**config.mk**
```make
export PLATFORM = sky130hd
export DESIGN_NAME = perm_output_interface
export DESIGN_NICKNAME = d
export VERILOG_FILES = /design/src/rtl/perm_output_interface.sv
export SDC_FILE = /design/constraint.sdc
export NUM_CORES = 2
export LEC_CHECK = 0
export BUFFER_PORTS_ARGS = -buffer_cell sky130_fd_sc_hd__buf_2
export CORE_AREA = 2 2 699 701
export DETAILED_ROUTE_END_ITERATION = 6
export DIE_AREA = 0 0 701 703
export GPL_ROUTABILITY_DRIVEN = 1
export SLEW_MARGIN = 30
export SYNTH_ARGS = -nofsm -noshare
export SYNTH_HDL_FRONTEND = slang
export SYNTH_SLANG_ARGS = --single-unit
```
**constraint.sdc**
```tcl
create_clock -name clk -period 87.5 [get_ports clk]
set_input_delay 17.5 -clock clk [delete_from_list [all_inputs] [get_ports clk]]
set_output_delay 17.5 -clock clk [all_outputs]
set_load 0.01 [all_outputs]
```
**src/rtl/perm_output_interface.sv**
```systemverilog
// Output stage of perm: buffers up to DEPTH captured 1600-bit states and
// streams each one out as NBEATS registered beats tagged with a beat index.
module perm_output_interface #(
  parameter int BEAT_W = 200,
  parameter int NBEATS = 8,
  parameter int DEPTH  = 2
) (
  input  logic                     clk,
  input  logic                     reset,
  input  logic [BEAT_W*NBEATS-1:0] statein,
  input  logic                     pushin,
  output logic [2:0]               doutix,
  output logic [BEAT_W-1:0]        dout,
  output logic                     pushout,
  output logic                     busy,
  output logic                     overflow
);

  localparam int STATE_W = BEAT_W * NBEATS;
  localparam int IX_W    = 3;
  localparam int PTR_W   = (DEPTH > 1) ? $clog2(DEPTH) : 1;
  localparam int OCC_W   = $clog2(DEPTH + 1);

  localparam logic [IX_W-1:0]  LAST_IX  = IX_W'(NBEATS - 1);
  localparam logic [OCC_W-1:0] FULL_OCC = OCC_W'(DEPTH);

  typedef enum logic [0:0] {
    S_IDLE = 1'b0,
    S_SEND = 1'b1
  } fsm_e;

  fsm_e               state_q;
  logic [IX_W-1:0]    cnt_q;
  logic [PTR_W-1:0]   head_q;
  logic [PTR_W-1:0]   tail_q;
  logic [OCC_W-1:0]   occ_q;
  logic [OCC_W-1:0]   occ_d;
  logic [IX_W-1:0]    doutix_q;
  logic [BEAT_W-1:0]  dout_q;
  logic               pushout_q;
  logic               overflow_q;

  logic [STATE_W-1:0] mem_q [DEPTH];
  logic [STATE_W-1:0] head_entry_s;
  logic [BEAT_W-1:0]  beat_s;
  logic               load_s;
  logic               pop_s;
  logic               accept_s;
  logic               drop_s;

  function automatic logic [PTR_W-1:0] ptr_inc(input logic [PTR_W-1:0] p);
    if (p == PTR_W'(DEPTH - 1)) begin
      return '0;
    end else begin
      return p + PTR_W'(1);
    end
  endfunction

  // Beat selection, pop/accept decisions and next occupancy.
  always_comb begin
    load_s       = 1'b0;
    pop_s        = 1'b0;
    head_entry_s = mem_q[head_q];
    case (state_q)
      S_IDLE: begin
        load_s = (occ_q != '0);
        pop_s  = 1'b0;
      end
      S_SEND: begin
        load_s = 1'b1;
        pop_s  = (cnt_q == LAST_IX);
      end
      default: begin
        load_s = 1'b0;
        pop_s  = 1'b0;
      end
    endcase
    // A pop on this edge frees the head slot, so a full buffer can still accept.
    accept_s = pushin & ((occ_q != FULL_OCC) | pop_s);
    drop_s   = pushin & ~accept_s;
    occ_d    = occ_q + OCC_W'(accept_s) - OCC_W'(pop_s);
    beat_s   = head_entry_s[cnt_q*BEAT_W +: BEAT_W];
  end

  // State buffer storage; contents need no reset.
  always_ff @(posedge clk) begin
    if (accept_s) begin
      mem_q[tail_q] <= statein;
    end
  end

  // Sequencer FSM, buffer pointers, occupancy and registered outputs.
  always_ff @(posedge clk or negedge reset) begin
    if (!reset) begin
      state_q    <= S_IDLE;
      cnt_q      <= '0;
      head_q     <= '0;
      tail_q     <= '0;
      occ_q      <= '0;
      doutix_q   <= '0;
      dout_q     <= '0;
      pushout_q  <= 1'b0;
      overflow_q <= 1'b0;
    end else begin
      occ_q <= occ_d;
      if (accept_s) begin
        tail_q <= ptr_inc(tail_q);
      end
      if (pop_s) begin
        head_q <= ptr_inc(head_q);
      end
      if (drop_s) begin
        overflow_q <= 1'b1;
      end
      case (state_q)
        S_IDLE: begin
          if (load_s) begin
            state_q   <= S_SEND;
            dout_q    <= beat_s;
            doutix_q  <= cnt_q;
            pushout_q <= 1'b1;
            cnt_q     <= cnt_q + IX_W'(1);
          end else begin
            pushout_q <= 1'b0;
          end
        end
        S_SEND: begin
          dout_q    <= beat_s;
          doutix_q  <= cnt_q;
          pushout_q <= 1'b1;
          if (pop_s) begin
            cnt_q <= '0;
            if (occ_d == '0) begin
              state_q <= S_IDLE;
            end
          end else begin
            cnt_q <= cnt_q + IX_W'(1);
          end
        end
        default: begin
          state_q   <= S_IDLE;
          cnt_q     <= '0;
          pushout_q <= 1'b0;
        end
      endcase
    end
  end

  assign doutix   = doutix_q;
  assign dout     = dout_q;
  assign pushout  = pushout_q;
  assign overflow = overflow_q;
  assign busy     = (occ_q != '0) | pushout_q;

endmodule

```
==> impl_results.md <==
- Seq/Total Area, Yosys: 79.36%
- Antenna Nets Post-Route: 0
- Drt wl/cell: 33.39 microns
- Worst clock skew: 0.06746 ns
- Core area: 0.4849 sq mm
- Worst-margin pin slew: 1.046 ns
- Minimum clock period: 22.67 ns
- Sum of buffers and inverters on the critical path: 7
- Met3 Usage GRT: 9.378%
- Vias in the first global route: 68950
- Site Rows: 256
- Largest net degree at the start of global routing: 173
- Area of the die: 0.4928 sq mm
- CP top delay family: buffers and inverters
- Number of synthesized flops with an enable pin: 3200
- Global placement routability congestion: 0.8993
- Synth warnings: 0
- Postcts setup bufs: 0
- Setup TNS: 0 ns
- Starting Density: 26.35%
- Fill cell count: 46310
- # IOs: 1809
- Htree depth: 5
- Flops & latches, synth: 3413
- Crit path capture type: register
- Clock sinks: 3413
- Synthesized area: 0.1278 sq mm
- Crit share post-route: 25.91%
- Nets: 8958
- DR pass1 iterations: 5
- Worst Hold Launch: doutix[1]
- Die width: 701 microns
- Crit Path Max Fanout: 91
- Fin. Hold Viols: 0
- Reg clk slew, reported paths: 0.06 ns
- Unrepaired setup endpoints after global routing: no
- Crit Path Class: input pin to register
- Dpl cell area: 0.1445 sq mm
- Layout cells sized above 1: 43.57%
- Startpoint types: input pin
- CP most frequent cell: buf_4
- Initial antenna violation count: 737
- CP Data Required Time: 88.07 ns
- Total number of vias: 69590
- GRT Residual Overflow: 0
- Post-synth ARST share: 6.241%
- Static leakage: 53.88 nW
- Slew margin rel.: 30.23%
- Hold_buf cts: 0
- GR Util All Layers: 18.79%
- Mean post-synth cell area: 23.82 sq um
- Port bufs: 1808
- Fmax: 44.11 MHz
- Net Count, Synth: 6971
- First-pass GRT wire length: 623500 microns
- Critical path, cell by cell: buf_2 -> nand2_1 -> nor2_4 -> buf_4 -> buf_12 -> buf_4 -> buf_4 -> buf_4 -> buf_4
- # DRC: 0
- R2R Path Start: cnt_q[1]
- CTS resizes: 0
- CTS Buf Count: 360
- Top FF cell, synth: edfxtp_1
- CTS root buf: clkbuf_16
- Met2 Usage GRT: 30.40%
- HPWL Detailed: 368300 microns
- Max incr delay on CP: 0.84 ns
- Total Power: 0.005489 W
- Hold Crit Class: register to register
- Final setup fails: 0
- Clk_lat worst skew: 0.97 ns
- Worst path slowest cell: buf_4
- Chip height: 703 microns
- Number of buffers on the longest clock path: 4
- Fin. max-slew vios: 0
- Critical Path AT: 23.24 ns
- Syn Inst Count: 5365
- Initial DRC Count: 8624
- Max-cap violations: 0
- Via-to-Cell Ratio: 4.809
- Layout Utilization: 32.48%
- Worst setup path startpoint: pushin
- Detailed Route WL: 483200 microns
- CTS tree: done
- PD cells: 34.85 mW/mm^2
- Maximum vdd drop: 0.00003331 V
- Post-Layout Inst Area: 0.1575 sq mm
- Area growth syn-to-layout: 23.24%
- Most Crowded Layer GR: met2
- Run status: finished, final reports clean
- GR met1 Demand/Resource: 19.76%
- Count of cell types in the netlist: 37
[stage by stage]
stage / cells / hold slack (ns) / setup WS, ns
6_report: 14470 / 0.4714 / 64.83
5_1_grt: 14270 / 0.5045 / 64.55
4_1_cts: 14100 / 0.4750 / 64.95
3_5_place_dp: 13440 / 0.4614 / 63.84
3_3_place_gp: 13430 / 0.4638 / 64.08
2_1_floorplan: 5365 / 0.4608 / 0.1969
[placed cells by master, fill, tap and decap left out, types with 31 or more instances in the layout]
master        n
a22oi_1      76
buf_2      1807
buf_4        76
bufinv_16    31
clkbuf_1     77
clkbuf_16   361
clkbuf_8     33
clkinv_1     52
clkinv_2     57
dfrtp_1     209
diode_2     366
edfxtp_1   3200
mux2_2       75
mux2i_1     329
mux4_2      794
nand2_1     136
o21ai_1      74
o221ai_1    122
[final timing paths]
path                                  end  slack (ns)  cells past startpoint
setup reg to reg           mem_q[0][1321]       79.36                     12
hold / removal                  doutix[1]        0.47                      1
max in group asynchronous        dout[28]       68.57                      4
min in group asynchronous        cnt_q[2]       16.47                      1
hold reg to reg                 doutix[1]        0.47                      1
setup / recovery           mem_q[0][1321]       64.83                      9
[cell type report]
cell class              instances  area (sq um)  area share, %
clock inverters               195          2130          1.352
flip-flops and latches       3413        101400          64.41
inverters                       3         11.26       0.007150
clock buffers                 471          9777          6.208
well taps                    6450          8070          5.124
multi-input cells            1658         24950          15.84
repair buffers               1916         10200          6.477
diodes                        366         915.9         0.5815
[per-layer routing]
metal / up-vias / wire length, microns
met5: - / 2360
met4: 360 / 30770
met3: 1776 / 61970
met2: 4260 / 230100
met1: 35760 / 158000
li1: 27440 / -
[cells in the mapped netlist, types with 2 or more instances]
| master | instances | area, sq um |
|---|---|---|
| edfxtp_1 | 3200 | 96090 |
| mux4_2 | 794 | 17880 |
| mux2i_1 | 330 | 3303 |
| dfrtp_1 | 213 | 5330 |
| nand2_1 | 137 | 514.2 |
| o221ai_1 | 122 | 1069 |
| buf_2 | 119 | 595.6 |
| clkbuf_1 | 110 | 412.9 |
| a22oi_1 | 76 | 570.6 |
| mux2_2 | 75 | 844.6 |
| o21ai_1 | 74 | 370.4 |
| buf_4 | 49 | 367.9 |
| nor2_1 | 9 | 33.78 |
| buf_1 | 8 | 30.03 |
| o211ai_1 | 7 | 52.55 |
| nand3_1 | 6 | 30.03 |
| buf_6 | 5 | 56.30 |
| nand2b_1 | 4 | 25.02 |
| xnor2_1 | 4 | 35.03 |
| ha_1 | 3 | 37.54 |
| inv_1 | 2 | 7.510 |
| o21ai_0 | 2 | 10.01 |
| or3_1 | 2 | 12.51 |
[flip-flops by register name, summed over array words and instances, names as in the netlist, 2 cells and up]
signal and count:
cnt_q 3, dout 200, doutix 3, mem_q 3200, occ_q 2
[where the power goes]
group	switching [W]	internal, W	total, W
Clock	0.000657	0.000886	0.00154
Combinational	0.000883	0.000662	0.00154
Sequential	0.000134	0.00227	0.00240
Total	0.00167	0.00381	0.00549
[logic make-up (layout without fill, tap and decap cells)]
| family | count (synthesis) | in the layout | synth area share [%] |
|---|---|---|---|
| DFF | 3413 | 3413 | 79.36 |
| muxes | 1199 | 1199 | 17.24 |
| buffers and inverters | 294 | 2585 | 1.153 |
| AOI/OAI and AO/OA | 287 | 287 | 1.662 |
| and+or+nand+nor | 165 | 165 | 0.5248 |
| xor gates and xnor gates | 4 | 4 | 0.02741 |
| adders and majority gates | 3 | 3 | 0.02938 |
| other | 0 | 366 | 0 |
(Power assumes the default switching activity.)
